<file path="src/rtl/cu_pkg.sv">
// Shared definitions for the multi-cycle control unit: state encoding,
// opcode map, BRANCH and DataSel codes.
package cu_pkg;

  typedef enum logic [2:0] {
    S_FETCH     = 3'd0,
    S_DECODE    = 3'd1,
    S_EXECUTE   = 3'd2,
    S_MEM       = 3'd3,
    S_WRITEBACK = 3'd4,
    S_HALTED    = 3'd5,
    S_TRAP      = 3'd6
  } state_t;

  localparam logic [3:0] OP_ALU     = 4'h0;
  localparam logic [3:0] OP_ALU_IMM = 4'h1;
  localparam logic [3:0] OP_LOAD    = 4'h2;
  localparam logic [3:0] OP_STORE   = 4'h3;
  localparam logic [3:0] OP_BR      = 4'h4;
  localparam logic [3:0] OP_BMI     = 4'h5;
  localparam logic [3:0] OP_BPL     = 4'h6;
  localparam logic [3:0] OP_BZ      = 4'h7;
  localparam logic [3:0] OP_MOVE    = 4'h8;
  localparam logic [3:0] OP_CMOV    = 4'h9;
  localparam logic [3:0] OP_NOP     = 4'hE;
  localparam logic [3:0] OP_HALT    = 4'hF;

  localparam logic [2:0] BR_NONE = 3'b000;
  localparam logic [2:0] BR_BR   = 3'b001;
  localparam logic [2:0] BR_BMI  = 3'b010;
  localparam logic [2:0] BR_BPL  = 3'b011;
  localparam logic [2:0] BR_BZ   = 3'b100;

  localparam logic [1:0] DS_ALU  = 2'b00;
  localparam logic [1:0] DS_MEM  = 2'b01;
  localparam logic [1:0] DS_CMOV = 2'b10;

  function automatic logic [2:0] branch_code(input logic [3:0] op);
    case (op)
      OP_BR:   return BR_BR;
      OP_BMI:  return BR_BMI;
      OP_BPL:  return BR_BPL;
      OP_BZ:   return BR_BZ;
      default: return BR_NONE;
    endcase
  endfunction

endpackage

</file>
<file path="src/rtl/cu_mem_timer.sv">
// Data-memory wait counter: counts MEM cycles without mem_ready and flags
// expiry once the count reaches LIMIT.
import cu_pkg::*;

module cu_mem_timer #(
  parameter int LIMIT = 15
) (
  input  logic clk,
  input  logic reset_n,
  input  logic clear,
  input  logic enable,
  output logic expired
);

  localparam logic [7:0] LIM = 8'(LIMIT);

  logic [7:0] mcnt;

  // Saturates at LIMIT so expired stays asserted until the next clear.
  always_ff @(posedge clk) begin
    if (!reset_n) begin
      mcnt <= '0;
    end else if (clear) begin
      mcnt <= '0;
    end else if (enable && !expired) begin
      mcnt <= mcnt + 8'd1;
    end
  end

  assign expired = (mcnt == LIM);

endmodule

</file>
<file path="src/rtl/control_unit_mc.sv">
// Multi-cycle CPU control unit (FETCH/DECODE/EXECUTE/MEM/WRITEBACK/HALTED).
// Define CU_TRAP_EN to add the TRAP state for illegal opcodes and memory timeouts.
import cu_pkg::*;

module control_unit_mc #(
  parameter int OP_W         = 4,
  parameter int FETCH_CYCLES = 1,
  parameter int MEM_TIMEOUT  = 15
) (
  input  logic            clk,
  input  logic            reset_n,
  input  logic            cont,
  input  logic [OP_W-1:0] op_code,
  input  logic            mem_ready,
  output logic            loadIR,
  output logic            loadPC,
  output logic            writeReg,
  output logic            MemEn,
  output logic            MemWen,
  output logic            IMMsel,
  output logic [1:0]      DataSel,
  output logic [2:0]      BRANCH,
  output logic            halted,
  output logic            trap
);

  localparam logic [3:0] FETCH_LAST = 4'(FETCH_CYCLES - 1);

  state_t          state;
  state_t          exec_next;
  logic [3:0]      fcnt;
  logic [OP_W-1:0] op_q;
  logic            cont_q;
  logic [3:0]      op_eff;
  logic            op_illegal;
  logic            exec_en;
  logic            fetch_done;
  logic            mem_expired;
  logic            mem_drop;
  logic            resume;

  assign fetch_done = (fcnt == FETCH_LAST);
  assign resume     = cont && !cont_q;
  assign op_illegal = ((op_q >> 4) != '0) ||
                      (op_q[3:0] inside {4'hA, 4'hB, 4'hC, 4'hD});

  // Illegal opcodes collapse to NOP; with traps enabled EXECUTE suppresses
  // their outputs and diverts to TRAP instead.
  always_comb begin
    op_eff = op_q[3:0];
    if (op_illegal) op_eff = OP_NOP;
  end

`ifdef CU_TRAP_EN
  assign exec_en  = !op_illegal;
  assign mem_drop = 1'b0;
`else
  assign exec_en  = 1'b1;
  assign mem_drop = mem_expired && !mem_ready;
`endif

  cu_mem_timer #(.LIMIT(MEM_TIMEOUT)) u_timer (
    .clk     (clk),
    .reset_n (reset_n),
    .clear   (state != S_MEM),
    .enable  ((state == S_MEM) && !mem_ready),
    .expired (mem_expired)
  );

  always_comb begin
    case (op_eff)
      OP_LOAD, OP_STORE: exec_next = S_MEM;
      OP_HALT:           exec_next = S_HALTED;
      default:           exec_next = S_FETCH;
    endcase
`ifdef CU_TRAP_EN
    if (op_illegal) exec_next = S_TRAP;
`endif
  end

  always_ff @(posedge clk) begin
    if (!reset_n) begin
      state  <= S_FETCH;
      fcnt   <= '0;
      op_q   <= OP_W'(OP_NOP);
      cont_q <= 1'b1;
    end else begin
      cont_q <= cont;
      fcnt   <= '0;
      case (state)
        S_FETCH: begin
          if (fetch_done) state <= S_DECODE;
          else            fcnt  <= fcnt + 4'd1;
        end
        S_DECODE: begin
          op_q  <= op_code;
          state <= S_EXECUTE;
        end
        S_EXECUTE: state <= exec_next;
        S_MEM: begin
          if (mem_ready) begin
            state <= (op_eff == OP_LOAD) ? S_WRITEBACK : S_FETCH;
          end else if (mem_expired) begin
`ifdef CU_TRAP_EN
            state <= S_TRAP;
`else
            state <= S_FETCH;
`endif
          end
        end
        S_WRITEBACK: state <= S_FETCH;
        S_HALTED: begin
          if (resume) state <= S_FETCH;
        end
`ifdef CU_TRAP_EN
        S_TRAP: state <= S_TRAP;
`endif
        default: state <= S_FETCH;
      endcase
    end
  end

  // Outputs are decoded from state and op_q and forced low while in reset.
  always_comb begin
    loadIR   = 1'b0;
    loadPC   = 1'b0;
    writeReg = 1'b0;
    MemEn    = 1'b0;
    MemWen   = 1'b0;
    IMMsel   = 1'b0;
    DataSel  = DS_ALU;
    BRANCH   = BR_NONE;
    halted   = 1'b0;
    trap     = 1'b0;
    if (reset_n) begin
      case (state)
        S_FETCH: loadIR = fetch_done;
        S_EXECUTE: begin
          if (exec_en) begin
            case (op_eff)
              OP_ALU: begin
                writeReg = 1'b1;
                loadPC   = 1'b1;
              end
              OP_ALU_IMM: begin
                writeReg = 1'b1;
                loadPC   = 1'b1;
                IMMsel   = 1'b1;
              end
              OP_LOAD: begin
                IMMsel  = 1'b1;
                DataSel = DS_MEM;
              end
              OP_STORE: IMMsel = 1'b1;
              OP_BR, OP_BMI, OP_BPL, OP_BZ: begin
                IMMsel = 1'b1;
                BRANCH = branch_code(op_eff);
                loadPC = 1'b1;
              end
              OP_MOVE: begin
                writeReg = 1'b1;
                loadPC   = 1'b1;
              end
              OP_CMOV: begin
                writeReg = 1'b1;
                DataSel  = DS_CMOV;
                loadPC   = 1'b1;
              end
              OP_HALT: loadPC = 1'b0;
              default: loadPC = 1'b1;
            endcase
          end
        end
        S_MEM: begin
          MemEn  = 1'b1;
          IMMsel = 1'b1;
          if (op_eff == OP_STORE) begin
            MemWen = 1'b1;
            loadPC = mem_ready || mem_drop;
          end else begin
            DataSel = DS_MEM;
            loadPC  = mem_drop;
          end
        end
        S_WRITEBACK: begin
          writeReg = 1'b1;
          DataSel  = DS_MEM;
          loadPC   = 1'b1;
        end
        S_HALTED: begin
          halted = 1'b1;
          loadPC = resume;
        end
`ifdef CU_TRAP_EN
        S_TRAP: trap = 1'b1;
`endif
        default: loadPC = 1'b0;
      endcase
    end
  end

endmodule
</file>
<file path="config.mk">
export PLATFORM = sky130hd
export DESIGN_NAME = control_unit_mc
export DESIGN_NICKNAME = d
export VERILOG_FILES = /design/src/rtl/cu_pkg.sv /design/src/rtl/cu_mem_timer.sv /design/src/rtl/control_unit_mc.sv
export SDC_FILE = /design/constraint.sdc
export NUM_CORES = 1
export LEC_CHECK = 0
export ABC_AREA = 1
export BUFFER_PORTS_ARGS = -buffer_cell sky130_fd_sc_hd__buf_2
export CORE_MARGIN = 2
export CORE_UTILIZATION = 45
export CTS_CLUSTER_SIZE = 10
export DETAILED_ROUTE_END_ITERATION = 7
export HOLD_SLACK_MARGIN = 0.05
export PLACE_DENSITY = 0.66
export SYNTH_ARGS = -nofsm -noshare
export SYNTH_HDL_FRONTEND = slang
export SYNTH_HIERARCHICAL = 1
export SYNTH_SLANG_ARGS = --single-unit
</file>
<file path="constraint.sdc">
create_clock -name clk -period 2.9 [get_ports clk]
set_clock_uncertainty 0.2 [all_clocks]
set_input_delay 0.58 -clock clk [delete_from_list [all_inputs] [get_ports clk]]
set_output_delay 0.58 -clock clk [all_outputs]
set_load 0.03 [all_outputs]
</file>
==> summary.md, run 1 <==
| Metric | Value |
|---|---|
| Post-CTS Hold Buffers | 0 |
| Final Cell Area | 0.00141 mm2 |
| Largest cells by area after synthesis | dfxtp_1 32%, nor2_1 11%, nand2_1 10% |
| Peak supply drop | 0.302 mV |
| Die area | 0.00326 mm2 |
| Layout cells sized above 1 | roughly a fifth |
| Clock Pin Slew Worst Setup and Hold Paths | around 0.11 ns |
| Seq/Total Area, Yosys | a little under a third |
| Antenna fix cells | 0 |
| Largest net degree at the start of global routing | 12 |
| MaxCap Viol Count | 0 |
| Crit path kind | reg -> out |
| Global-route wire length before repair | around 4300 um |
| Post-Syn Area per Cell | 6.51 um2 |
| Fin nets | 226 |
| Critical path's largest stage delay | 0.40 ns |
| CP Capture Type | output pin |
| Initial antenna violation count | 0 |
| Final RePlAce weighted congestion | slightly above 0.8 |
| Leak | about 0.00066 uW |
| Max-slew violations | 0 |
| Sink Count | 20 |
| Yosys warns | 6 |
| Overflow after GRT | 0 |
| Ports | 21 |
| CP Buf/Inv Count | 2 |
| Setup ws final | 0.299 ns |
| Worst Hold Class | in -> reg |
| DR pass1 iterations | 4 |
| Mapped cell area | 0.00127 mm2 |
| Final total power | ~580 uW |
| Final antenna-violating net count | 0 |
| Period minus WS final | 2.60 ns |
| Worst slack at placement | slightly above 0.5 ns |
| Fmax | around 380 MHz |
| Area leader, netlist | dfxtp_1 |
| GRT Util Overall | about 16% |
| Yosys reg bits | 20 |
| Via-to-Cell Ratio | roughly 4.9 |
| Die X | between 50 and 60 um |
| # DRC | 0 |
| Startpoint types | register |
| Starting DRT DRC Count | 33 |
| Critical Path, Cell by Cell | ha_1, nand3_2, nor2_2, nand2_2, inv_1, nand3_1, nand3_1, nor2_1, nor2_1, buf_2 |
| Cells after Synth | roughly 200 |
| Crit path max-delay family | simple AND/OR/NAND/NOR gates |
| Critical path fanouts, max | 5 |
| Synth top area share | 31.6% |
| Clock root buffer | clkbuf_4 |
| Placed Instance Area | 0.00137 mm2 |
| Setup tns final | 0 ns |
| Final worst path period share | between 80% and 90% |
| Final hold vios | 0 |
| Yosys cell types | 30 |
| CP arrival | 1.82 ns |
| CTS tree | yes |
| CORE AREA | 0.00271 mm2 |
| Pwr dens | roughly 400 mW/mm2 |
| Clock latency on the worst-skew pair | a little over 0.3 ns |
| RSZ-0062 raised after global routing | no |
| Clk buf depth | 2 |
| Port Buffers | 19 |
| Post-CTS Repair Setup Buffers | 0 |
| Height of the chip | about 57 um |
| Final setup fails | 0 |
| # H-tree levels | 1 |
| Critical Path RT | between 2 and 2.5 ns |
| Post-detail-place hpwl | 1970 um |
| Num rows | 19 |
| Vias in the first global route | 1068 |
| Routed len/inst | about 10 um |
| Critical-path top delay cell | dfxtp_1 |
| Outcome | finished, final reports clean |
| Via count | 1198 |
| Total CTS buffers | 3 |
| Post-synthesis net count | between 200 and 250 |
| Total Wirelength | approximately 2500 um |
| Area delta synth->final | 11.1% |
| Post_cts resized | 0 |
| Initial cell density of the core | a little under half |
## layer usage
metal / part of all wire [%] / up-vias / global-route usage [%]
met1: 48 / 517 / 20.2
met3: 4.9 / 5 / 2.49
met5: 0 / - / 0
li1: - / 656 / -
met2: 45 / 20 / 27.4
met4: 2.2 / 0 / 9.30
## kinds of logic after synthesis
kind of cell / Yosys count / synth area share, %
DFF: 20 / 31.6
adders and majority gates: 3 / 2.96
xor gates and xnor gates: 2 / 1.38
and+or+nand+nor: 114 / 43.3
other: 1 / 0.296
AOI/OAI and AO/OA: 22 / 9.66
buffers and inverters: 33 / 10.8
## per-stage QoR
| step | hold slack [ns] | cells | utilization, % |
|---|---|---|---|
| floorplan | 0.230 | 195 | - |
| global placement | 0.249 | 241 | 50.7 |
| detailed placement | 0.263 | 241 | 50.7 |
| CTS | 0.254 | 245 | 52.0 |
| global route | 0.269 | 245 | 52.0 |
| finish | 0.263 | 245 | 52.0 |
## area by class of cell
| cell class | instances | area, um2 |
|---|---|---|
| fillers | 293 | 1300 |
| multi-input cells | 142 | 731 |
| flip-flops and latches | 20 | 400 |
| inverters | 29 | 109 |
| repair buffers | 19 | 95.1 |
| well taps | 31 | 38.8 |
| clock buffers | 4 | 36.3 |
## worst paths after layout
path	startpoint	to	slack [ns]	cells after the start
min reg2reg	fcnt[0]	fcnt[0]	0.29	1
max reg2reg	state[0]	u_timer/mcnt[5]	0.83	9
max	u_timer/mcnt[0]	loadPC	0.30	10
min	cont	cont_q	0.26	2
## synth_stat cells
library cell  number
buf_2              2
a21oi_1           13
nand3_2            2
nor3_2             2
nor2_4             2
nor2_2             4
conb_1             1
dfxtp_1           20
xnor2_1            1
nor2_1            36
nor3_1             3
inv_2              5
o21ai_0            5
xor2_1             1
nand2_2            3
inv_1             24
nand3b_1           1
nor2_8             1
nand3_1           20
ha_1               3
o211ai_1           1
a22oi_1            1
nand2_1           34
a31o_1             1
or2_0              1
a21oi_2            1
buf_6              1
buf_4              1
or2_2              1
nand4_1            4
## power by group
| part | internal [uW] | switching (uW) |
|---|---|---|
| combinational | 34.0 | 76.2 |
| clock | 76.8 | 88.9 |
| sequential | 287 | 16.3 |
## sequential cells by signal, indices dropped and copies added (netlist names)
register and count:
cont_q 1, fcnt 4, op_q 4, state 3
u_timer/mcnt 8
## cells in the final DEF (no fill, tap or decap)
cell       n
inv_2      5
nor2_8     1
buf_2     19
nand3b_1   1
nand2_1   34
nand4_1    4
dfxtp_1   20
conb_1     1
nor2_4     2
a22oi_1    1
ha_1       3
nor2_1    36
a31o_1     1
o21ai_0    5
o211ai_1   1
or2_0      1
or2_2      1
a21oi_2    1
clkbuf_8   1
a21oi_1   13
nor2_2     4
nor3_1     3
clkbuf_4   3
inv_1     24
xnor2_1    1
nand3_2    2
nand3_1   20
nand2_2    3
nor3_2     2
xor2_1     1
Note: power is estimated with default switching activity, not from simulation.
==> run 2, diff against run 1 <==
Settings changed: SYNTH_HIERARCHICAL 1 to unset.
==> run 2 against run 1 <==
Against the previous run: global-route usage rose by 0.37 points; total power increased by 31%; routed wire length increased by 1.2%; critical path depth fell by 2; sequential power rose by 7.6%; synthesized cell count decreased by 3.6%; first-iteration DRC count grew 15%; flip-flop and latch count did not move; synthesized area down 2.5%; sequential share of layout area grew 0.25 points; non-clock buffer count did not move; largest cell class unchanged; highest routed layer unchanged.
==> summary.md, run 2 <==
| Metric | Value |
|---|---|
| Most frequent cells in the layout | 44 x nand2_1, 26 x inv_1, 22 x nor2_1 (was 36 x nor2_1, 34 x nand2_1, 24 x inv_1) |
| Number of flops mapped to enable cells by yosys | 0 (unchanged) |
| Post-Syn Area per Cell | 6.58 um2 (was 6.51 um2) |
| Synth Area in XOR/XNOR | 3.54% (was 1.38%) |
| Fmax | 388 MHz (was 384 MHz) |
| Final total power | 762 uW (was 580 uW) |
| Die area | 0.00319 mm2 (was 0.00326 mm2) |
| Area leader, netlist | dfxtp_1 (unchanged) |
| CP Buf/Inv Count | 2 (unchanged) |
| Final worst path period share | 88.9% (was 89.7%) |
| Final RePlAce weighted congestion | 0.859 (was 0.814) |
| RSZ-0062 raised after global routing | no (unchanged) |
| Async SR Flop Fraction | 0% (unchanged) |
| Max-slew violations | 0 (unchanged) |
| Crit path max-delay family | simple AND/OR/NAND/NOR gates (unchanged) |
| Post-CTS Hold Buffers | 0 (unchanged) |
| Most common cell in the netlist | nand2_1 (was nor2_1) |
| Critical path fanouts, max | 4 (was 5) |
| Routed len/inst | 10.5 um (was 10.0 um) |
| Final hold vios | 0 (unchanged) |
| Placed Instance Area | 0.00135 mm2 (was 0.00137 mm2) |
| Final Cell Area | 0.00140 mm2 (was 0.00141 mm2) |
| Clk network pwr share | 30.2% (was 28.6%) |
| Clock root buffer | clkbuf_4 (unchanged) |
| Post_cts resized | 0 (unchanged) |
| Slew @ Worst Pin | between 0.5 and 0.6 ns |
| Startpoint types | register (unchanged) |
| Cells after Synth | 188 (was 195) |
| Psw | 259 uW (was 181 uW) |
| Number of fill cells in the layout | 292 (was 293) |
| Layout Utilization | 52.0% (about the same) |
| Clock Pin Slew Worst Setup and Hold Paths | 0.12 ns (was 0.11 ns) |
| Starting DRT DRC Count | 38 (was 33) |
| Critical Path, Cell by Cell | ha_1, nand3_1, o21ai_0, nand3_1, nand3_1, nand2_1, inv_1, buf_2 (was ha_1, nand3_2, nor2_2, nand2_2, inv_1, nand3_1, nand3_1, nor2_1, nor2_1, buf_2) |
| Num rows | 19 (unchanged) |
| Combinational share of power | 26.9% (was 19.0%) |
| Int Power | 503 uW (was 398 uW) |
| Compound-Gate Fraction of Synth Area | 14.2% (was 9.66%) |
| Yosys cell types | 27 (was 30) |
| Setup tns final | 0 ns (unchanged) |
| CTS tree | yes (unchanged) |
| CP arrival | 1.80 ns (was 1.82 ns) |
| # DRC | 0 (unchanged) |
| Clock latency on the worst-skew pair | 0.31 ns (about the same) |
| Largest net degree at the start of global routing | 13 (was 12) |
| CP most frequent cell | nand3_1 |
| Seq/Total Area, Yosys | 32.4% (was 31.6%) |
| MaxCap Viol Count | 0 (unchanged) |
| Initial antenna violation count | 0 (unchanged) |
| Period minus WS final | 2.58 ns (was 2.60 ns) |
| Simple-gate share of the synthesized area | 34.6% (was 43.3%) |
| Total Wirelength | 2490 um (was 2460 um) |
| Largest cells by area after synthesis | dfxtp_1 32%, nand2_1 13%, inv_1 7.9% (was dfxtp_1 32%, nor2_1 11%, nand2_1 10%) |
| Die X | 56.4 um (was 57.1 um) |
| Layout cells sized above 1 | 15.5% (was 20.6%) |
| Most common cell after layout, fill and taps aside | nand2_1 (was nor2_1) |
| Post-detail-place hpwl | 1980 um (was 1970 um) |
| Initial cell density of the core | 46.1% (was 46.8%) |
| Top flop regs | u_timer.mcnt x8, fcnt x4, op_q x4 (was u_timer/mcnt x8, fcnt x4, op_q x4) |
| Critical path's largest stage delay | 0.37 ns (was 0.40 ns) |
| Overflow after GRT | 0 (unchanged) |
| Fin nets | 221 (was 226) |
| Post-Synth Adder-Cell Area | 5.06% (was 2.96%) |
| Leak | 0.000669 uW (was 0.000663 uW) |
| Total CTS buffers | 3 (unchanged) |
| Hold WS | 0.267 ns (was 0.263 ns) |
| Final setup fails | 0 (unchanged) |
| Pwr dens | 545 mW/mm2 (was 411 mW/mm2) |
| Via-to-Cell Ratio | 5.06 (was 4.89) |
| Sw Share | 34.0% (was 31.3%) |
| Post-synthesis mux area share | 0% (unchanged) |
| Height of the chip | 56.4 um (was 57.1 um) |
| Post-synthesis net count | 201 (was 206) |
| DR pass1 iterations | 4 (unchanged) |
| Antenna fix cells | 0 (unchanged) |
| Via count | 1205 (was 1198) |
| Slew margin rel. | around two thirds |
| Port Buffers | 19 (unchanged) |
| Sink Count | 20 (unchanged) |
| Ports | 21 (unchanged) |
| Peak supply drop | 0.352 mV (was 0.302 mV) |
| Max reg flops | 8 (unchanged) |
| CORE AREA | 0.00269 mm2 (was 0.00271 mm2) |
| Area delta synth->final | 12.9% (was 11.1%) |
| Post-CTS Repair Setup Buffers | 0 (unchanged) |
| R2R Path Start | u_timer.mcnt[0] (was state[0]) |
| Vias in the first global route | 1068 (unchanged) |
| CP Capture Type | output pin (unchanged) |
| # H-tree levels | 1 (unchanged) |
| Yosys reg bits | 20 (unchanged) |
| Largest Register | u_timer.mcnt (was u_timer/mcnt) |
| Mapped cell area | 0.00124 mm2 (was 0.00127 mm2) |
| Critical Path RT | 2.12 ns (about the same) |
| Crit path kind | reg -> out (unchanged) |
| Yosys warns | 0 (was 6) |
| Global-route wire length before repair | 4260 um (was 4290 um) |
| Synth Flop Type | dfxtp_1 (unchanged) |
| Sequential Power Share | 43.0% (was 52.4%) |
| GRT Util Overall | 16.8% (was 16.4%) |
| Main combinational cell family by area after synthesis | simple AND/OR/NAND/NOR gates (unchanged) |
| Synth top area share | 32.4% (was 31.6%) |
| Worst Hold Class | in -> reg (unchanged) |
| Outcome | finished, final reports clean (unchanged) |
| Critical-path top delay cell | dfxtp_1 (unchanged) |
| Clk buf depth | 2 (unchanged) |
| Final antenna-violating net count | 0 (unchanged) |
| Critical Path Source | u_timer.mcnt[1] (was u_timer/mcnt[0]) |
| HP Start | cont (unchanged) |
| Commonest cells in the netlist | 44 x nand2_1, 26 x inv_1, 22 x nor2_1 (was 36 x nor2_1, 34 x nand2_1, 24 x inv_1) |
## run 2: changes by cell type after synthesis, moves of 3 or more
| cell | delta |
|---|---|
| nand2_1 | +10 |
| nand3_1 | -8 |
| nor2_1 | -14 |
| nor2_2 | -3 |
| o21ai_0 | +5 |
| inv_2 | -5 |
## run 2: worst paths after layout
kind	endpoint	slack, ns	cells after the start
max	loadPC	0.32	8
max reg2reg	u_timer.mcnt[0]	0.98	7
min	cont_q	0.27	2
min reg2reg	fcnt[0]	0.28	1
## run 2: logic make-up after synthesis
| logic type | count (synthesis) |
|---|---|
| and+or+nand+nor | 95 |
| DFF | 20 |
| buffers and inverters | 30 |
| AOI/OAI and AO/OA | 32 |
| other | 1 |
| xor gates and xnor gates | 5 |
| adders and majority gates | 5 |
## run 2: power groups by stage
stage          Combinational [uW]  Clock, uW  Sequential, uW
6_report                      205        230             327
5_1_grt                       234        244             332
4_1_cts                       203        239             327
3_5_place_dp                  203          0             333
3_3_place_gp                  199          0             332
2_1_floorplan                 164          0             327
## run 2: per-layer routing
metal | vias up | wire (um) | global-route usage [%]
met2 | 27 | 1180 | 27.4
met1 | 535 | 1160 | 21.1
li1 | 638 | - | -
met5 | - | 0 | 0
met3 | 5 | 97 | 2.53
met4 | 0 | 48 | 9.18
## run 2: stage by stage
stage / worst slack, ns / instances
after floorplan: 0.362 / 188
after global placement: 0.668 / 234
after detailed placement: 0.644 / 234
after CTS: 0.283 / 238
after global routing: 0.156 / 238
final: 0.321 / 238
## run 2: final cells by class
cell class	instances	area (um2)	area share (%)
clock inverters	1	30.0	2.15
multi-input cells	138	713	51.0
inverters	26	97.6	6.98
repair buffers	19	95.1	6.80
well taps	31	38.8	2.78
flip-flops and latches	20	400	28.6
clock buffers	3	22.5	1.61
==> run 3, diff against run 2 <==
Settings changed: CELL_PAD_IN_SITES_DETAIL_PLACEMENT set to 1, CELL_PAD_IN_SITES_GLOBAL_PLACEMENT set to 1, CORE_UTILIZATION 45 to 41, PLACE_DENSITY 0.66 to unset, PLACE_DENSITY_LB_ADDON set to 0.1.
==> run 3 against run 2 <==
Against the previous run: the run now ends with design-rule violations left; total power rose by 2.8%; routed wire length rose by 29%; worst hold slack improved by 0.0013 ns; die area rose by 9.0%; clock power rose by 3%.
==> summary.md, run 3 (synthesized netlist as in run 2, its figures left out) <==
| Metric | Value |
|---|---|
| Outcome | finished, violations left (was finished, final reports clean) |
| Failing checks | design-rule violations |
| Total Wirelength | 3210 um (was 2490 um) |
| RSZ-0062 raised after global routing | no (unchanged) |
| Num rows | 19 (unchanged) |
| Critical Path RT | 2.12 ns (about the same) |
| Post-detail-place hpwl | 2530 um (was 1980 um) |
| # DRC | 1 (was 0) |
| Critical Path, Cell by Cell | ha_1, nand3_1, o21ai_1, nand3_1, nand3_1, nand2_1, inv_1, buf_2 (was ha_1, nand3_1, o21ai_0, nand3_1, nand3_1, nand2_1, inv_1, buf_2) |
| Overflow after GRT | 0 (unchanged) |
| WHS Path Cells | 2 (unchanged) |
| Final total power | 784 uW (was 762 uW) |
| Antenna fix cells | 0 (unchanged) |
| Max-slew violations | 0 (unchanged) |
| Critical Path Source | u_timer.mcnt[0] (was u_timer.mcnt[1]) |
| Largest Register | u_timer.mcnt (unchanged) |
| Clk buf depth | 2 (unchanged) |
| Most frequent cells in the layout | 44 x nand2_1, 26 x inv_1, 22 x nor2_1 (unchanged) |
| Top flop regs | u_timer.mcnt x8, fcnt x4, op_q x4 (unchanged) |
| Worst R2R Setup Slack | 1.01 ns (was 0.98 ns) |
| Routed len/inst | 13.4 um (was 10.5 um) |
| Die X | 58.9 um (was 56.4 um) |
| Startpoint types | register (unchanged) |
| Peak supply drop | 0.270 mV (was 0.352 mV) |
| HP Start | cont (unchanged) |
| Fin nets | 222 (was 221) |
| Clock Pin Slew Worst Setup and Hold Paths | 0.13 ns (was 0.12 ns) |
| Port Buffers | 19 (unchanged) |
| Fmax | 384 MHz (was 388 MHz) |
| Period minus WS final | 2.60 ns (was 2.58 ns) |
| Largest net degree at the start of global routing | 13 (unchanged) |
| Worst reg2reg path depth | 8 (was 7) |
| CORE AREA | 0.00281 mm2 (was 0.00269 mm2) |
| Final worst path period share | 89.7% (was 88.9%) |
| R2r endpoint | u_timer.mcnt[0] (unchanged) |
| Leak | 0.000674 uW (was 0.000669 uW) |
| Hold WS | 0.268 ns (was 0.267 ns) |
| Final setup fails | 0 (unchanged) |
| Die area | 0.00347 mm2 (was 0.00319 mm2) |
| Post_cts resized | 0 (unchanged) |
| Clock root buffer | clkbuf_4 (unchanged) |
| Initial antenna violation count | 0 (unchanged) |
| Area delta synth->final | 13.5% (was 12.9%) |
| Max reg flops | 8 (unchanged) |
| CP Buf/Inv Count | 2 (unchanged) |
| Layout Utilization | 50.1% (was 52.0%) |
| Starting DRT DRC Count | 49 (was 38) |
| CP Capture Type | output pin (unchanged) |
| Critical path's largest stage delay | 0.40 ns (was 0.37 ns) |
| Placed Instance Area | 0.00135 mm2 (about the same) |
| DR pass1 iterations | 6 (was 4) |
| Pwr dens | 558 mW/mm2 (was 545 mW/mm2) |
| Vias in the first global route | 1272 (was 1068) |
| Via count | 1256 (was 1205) |
| Via-to-Cell Ratio | 5.26 (was 5.06) |
| Endpoint of the worst hold-timing path | cont_q (unchanged) |
| Post-CTS Hold Buffers | 0 (unchanged) |
| Most common cell after layout, fill and taps aside | nand2_1 (unchanged) |
| Final Cell Area | 0.00141 mm2 (was 0.00140 mm2) |
| Clock latency on the worst-skew pair | 0.31 ns (about the same) |
| Setup tns final | 0 ns (unchanged) |
| MaxCap Viol Count | 0 (unchanged) |
| # H-tree levels | 1 (unchanged) |
| CTS tree | yes (unchanged) |
| Ports | 21 (unchanged) |
| Final hold vios | 0 (unchanged) |
| Critical-path top delay cell | dfxtp_1 (unchanged) |
| Initial cell density of the core | 44.1% (was 46.1%) |
| Total CTS buffers | 3 (unchanged) |
| Crit path kind | reg -> out (unchanged) |
| Worst Hold Class | in -> reg (unchanged) |
| Final RePlAce weighted congestion | 0.816 (was 0.859) |
| CP arrival | 1.82 ns (was 1.80 ns) |
| Crit path max-delay family | simple AND/OR/NAND/NOR gates (unchanged) |
| Global-route wire length before repair | 5550 um (was 4260 um) |
| Layout cells sized above 1 | 15.9% (was 15.5%) |
| Post-CTS Repair Setup Buffers | 0 (unchanged) |
| Final antenna-violating net count | 0 (unchanged) |
| R2R Path Start | u_timer.mcnt[0] (unchanged) |
| Critical path fanouts, max | 4 (unchanged) |
| Sink Count | 20 (unchanged) |
| Height of the chip | 58.9 um (was 56.4 um) |
| GRT Util Overall | 20.5% (was 16.8%) |
| CP most frequent cell | nand3_1 (unchanged) |
run 3: cell count changes in the layout (fill, tap and decap cells not counted), sizes merged:
| cell | change |
|---|---|
| buf | +1 |
run 3: final cells by class:
class | instances | area (um2)
Multi-Input combinational cell | 138 | 713
Sequential cell | 20 | 400
Fill cell | 384 | 1400
Clock buffer | 3 | 22.5
Inverter | 26 | 97.6
Tap cell | 31 | 38.8
Clock inverter | 1 | 30.0
Timing Repair Buffer | 20 | 103
run 3: layer usage:
| layer | GRT usage [%] | part of all wire, % | vias up |
|---|---|---|---|
| met5 | 0 | 0 | - |
| met3 | 1.98 | 2.0 | 2 |
| li1 | - | - | 641 |
| met4 | 3.90 | 0.68 | 0 |
| met1 | 25.5 | 46 | 596 |
| met2 | 38.1 | 51 | 17 |
run 3: stage by stage:
stage	instances	worst slack, ns
2_1_floorplan	188	0.362
4_1_cts	239	0.179
3_3_place_gp	235	0.644
3_5_place_dp	235	0.550
5_1_grt	239	0.113
6_report	239	0.298
run 3: where the power goes:
part	total, uW	switching, uW	internal (uW)
clock network	238	98.1	140
logic	217	153	63.7
registers	329	28.8	301
total	784	280	504
run 3: worst max path at each step:
stage	end	slack, ns	cells past startpoint
3_3_place_gp	loadPC	0.64	8
2_1_floorplan	loadIR	0.36	4
6_report	loadPC	0.30	8
3_5_place_dp	loadPC	0.55	8
4_1_cts	loadPC	0.18	8
5_1_grt	loadPC	0.11	8
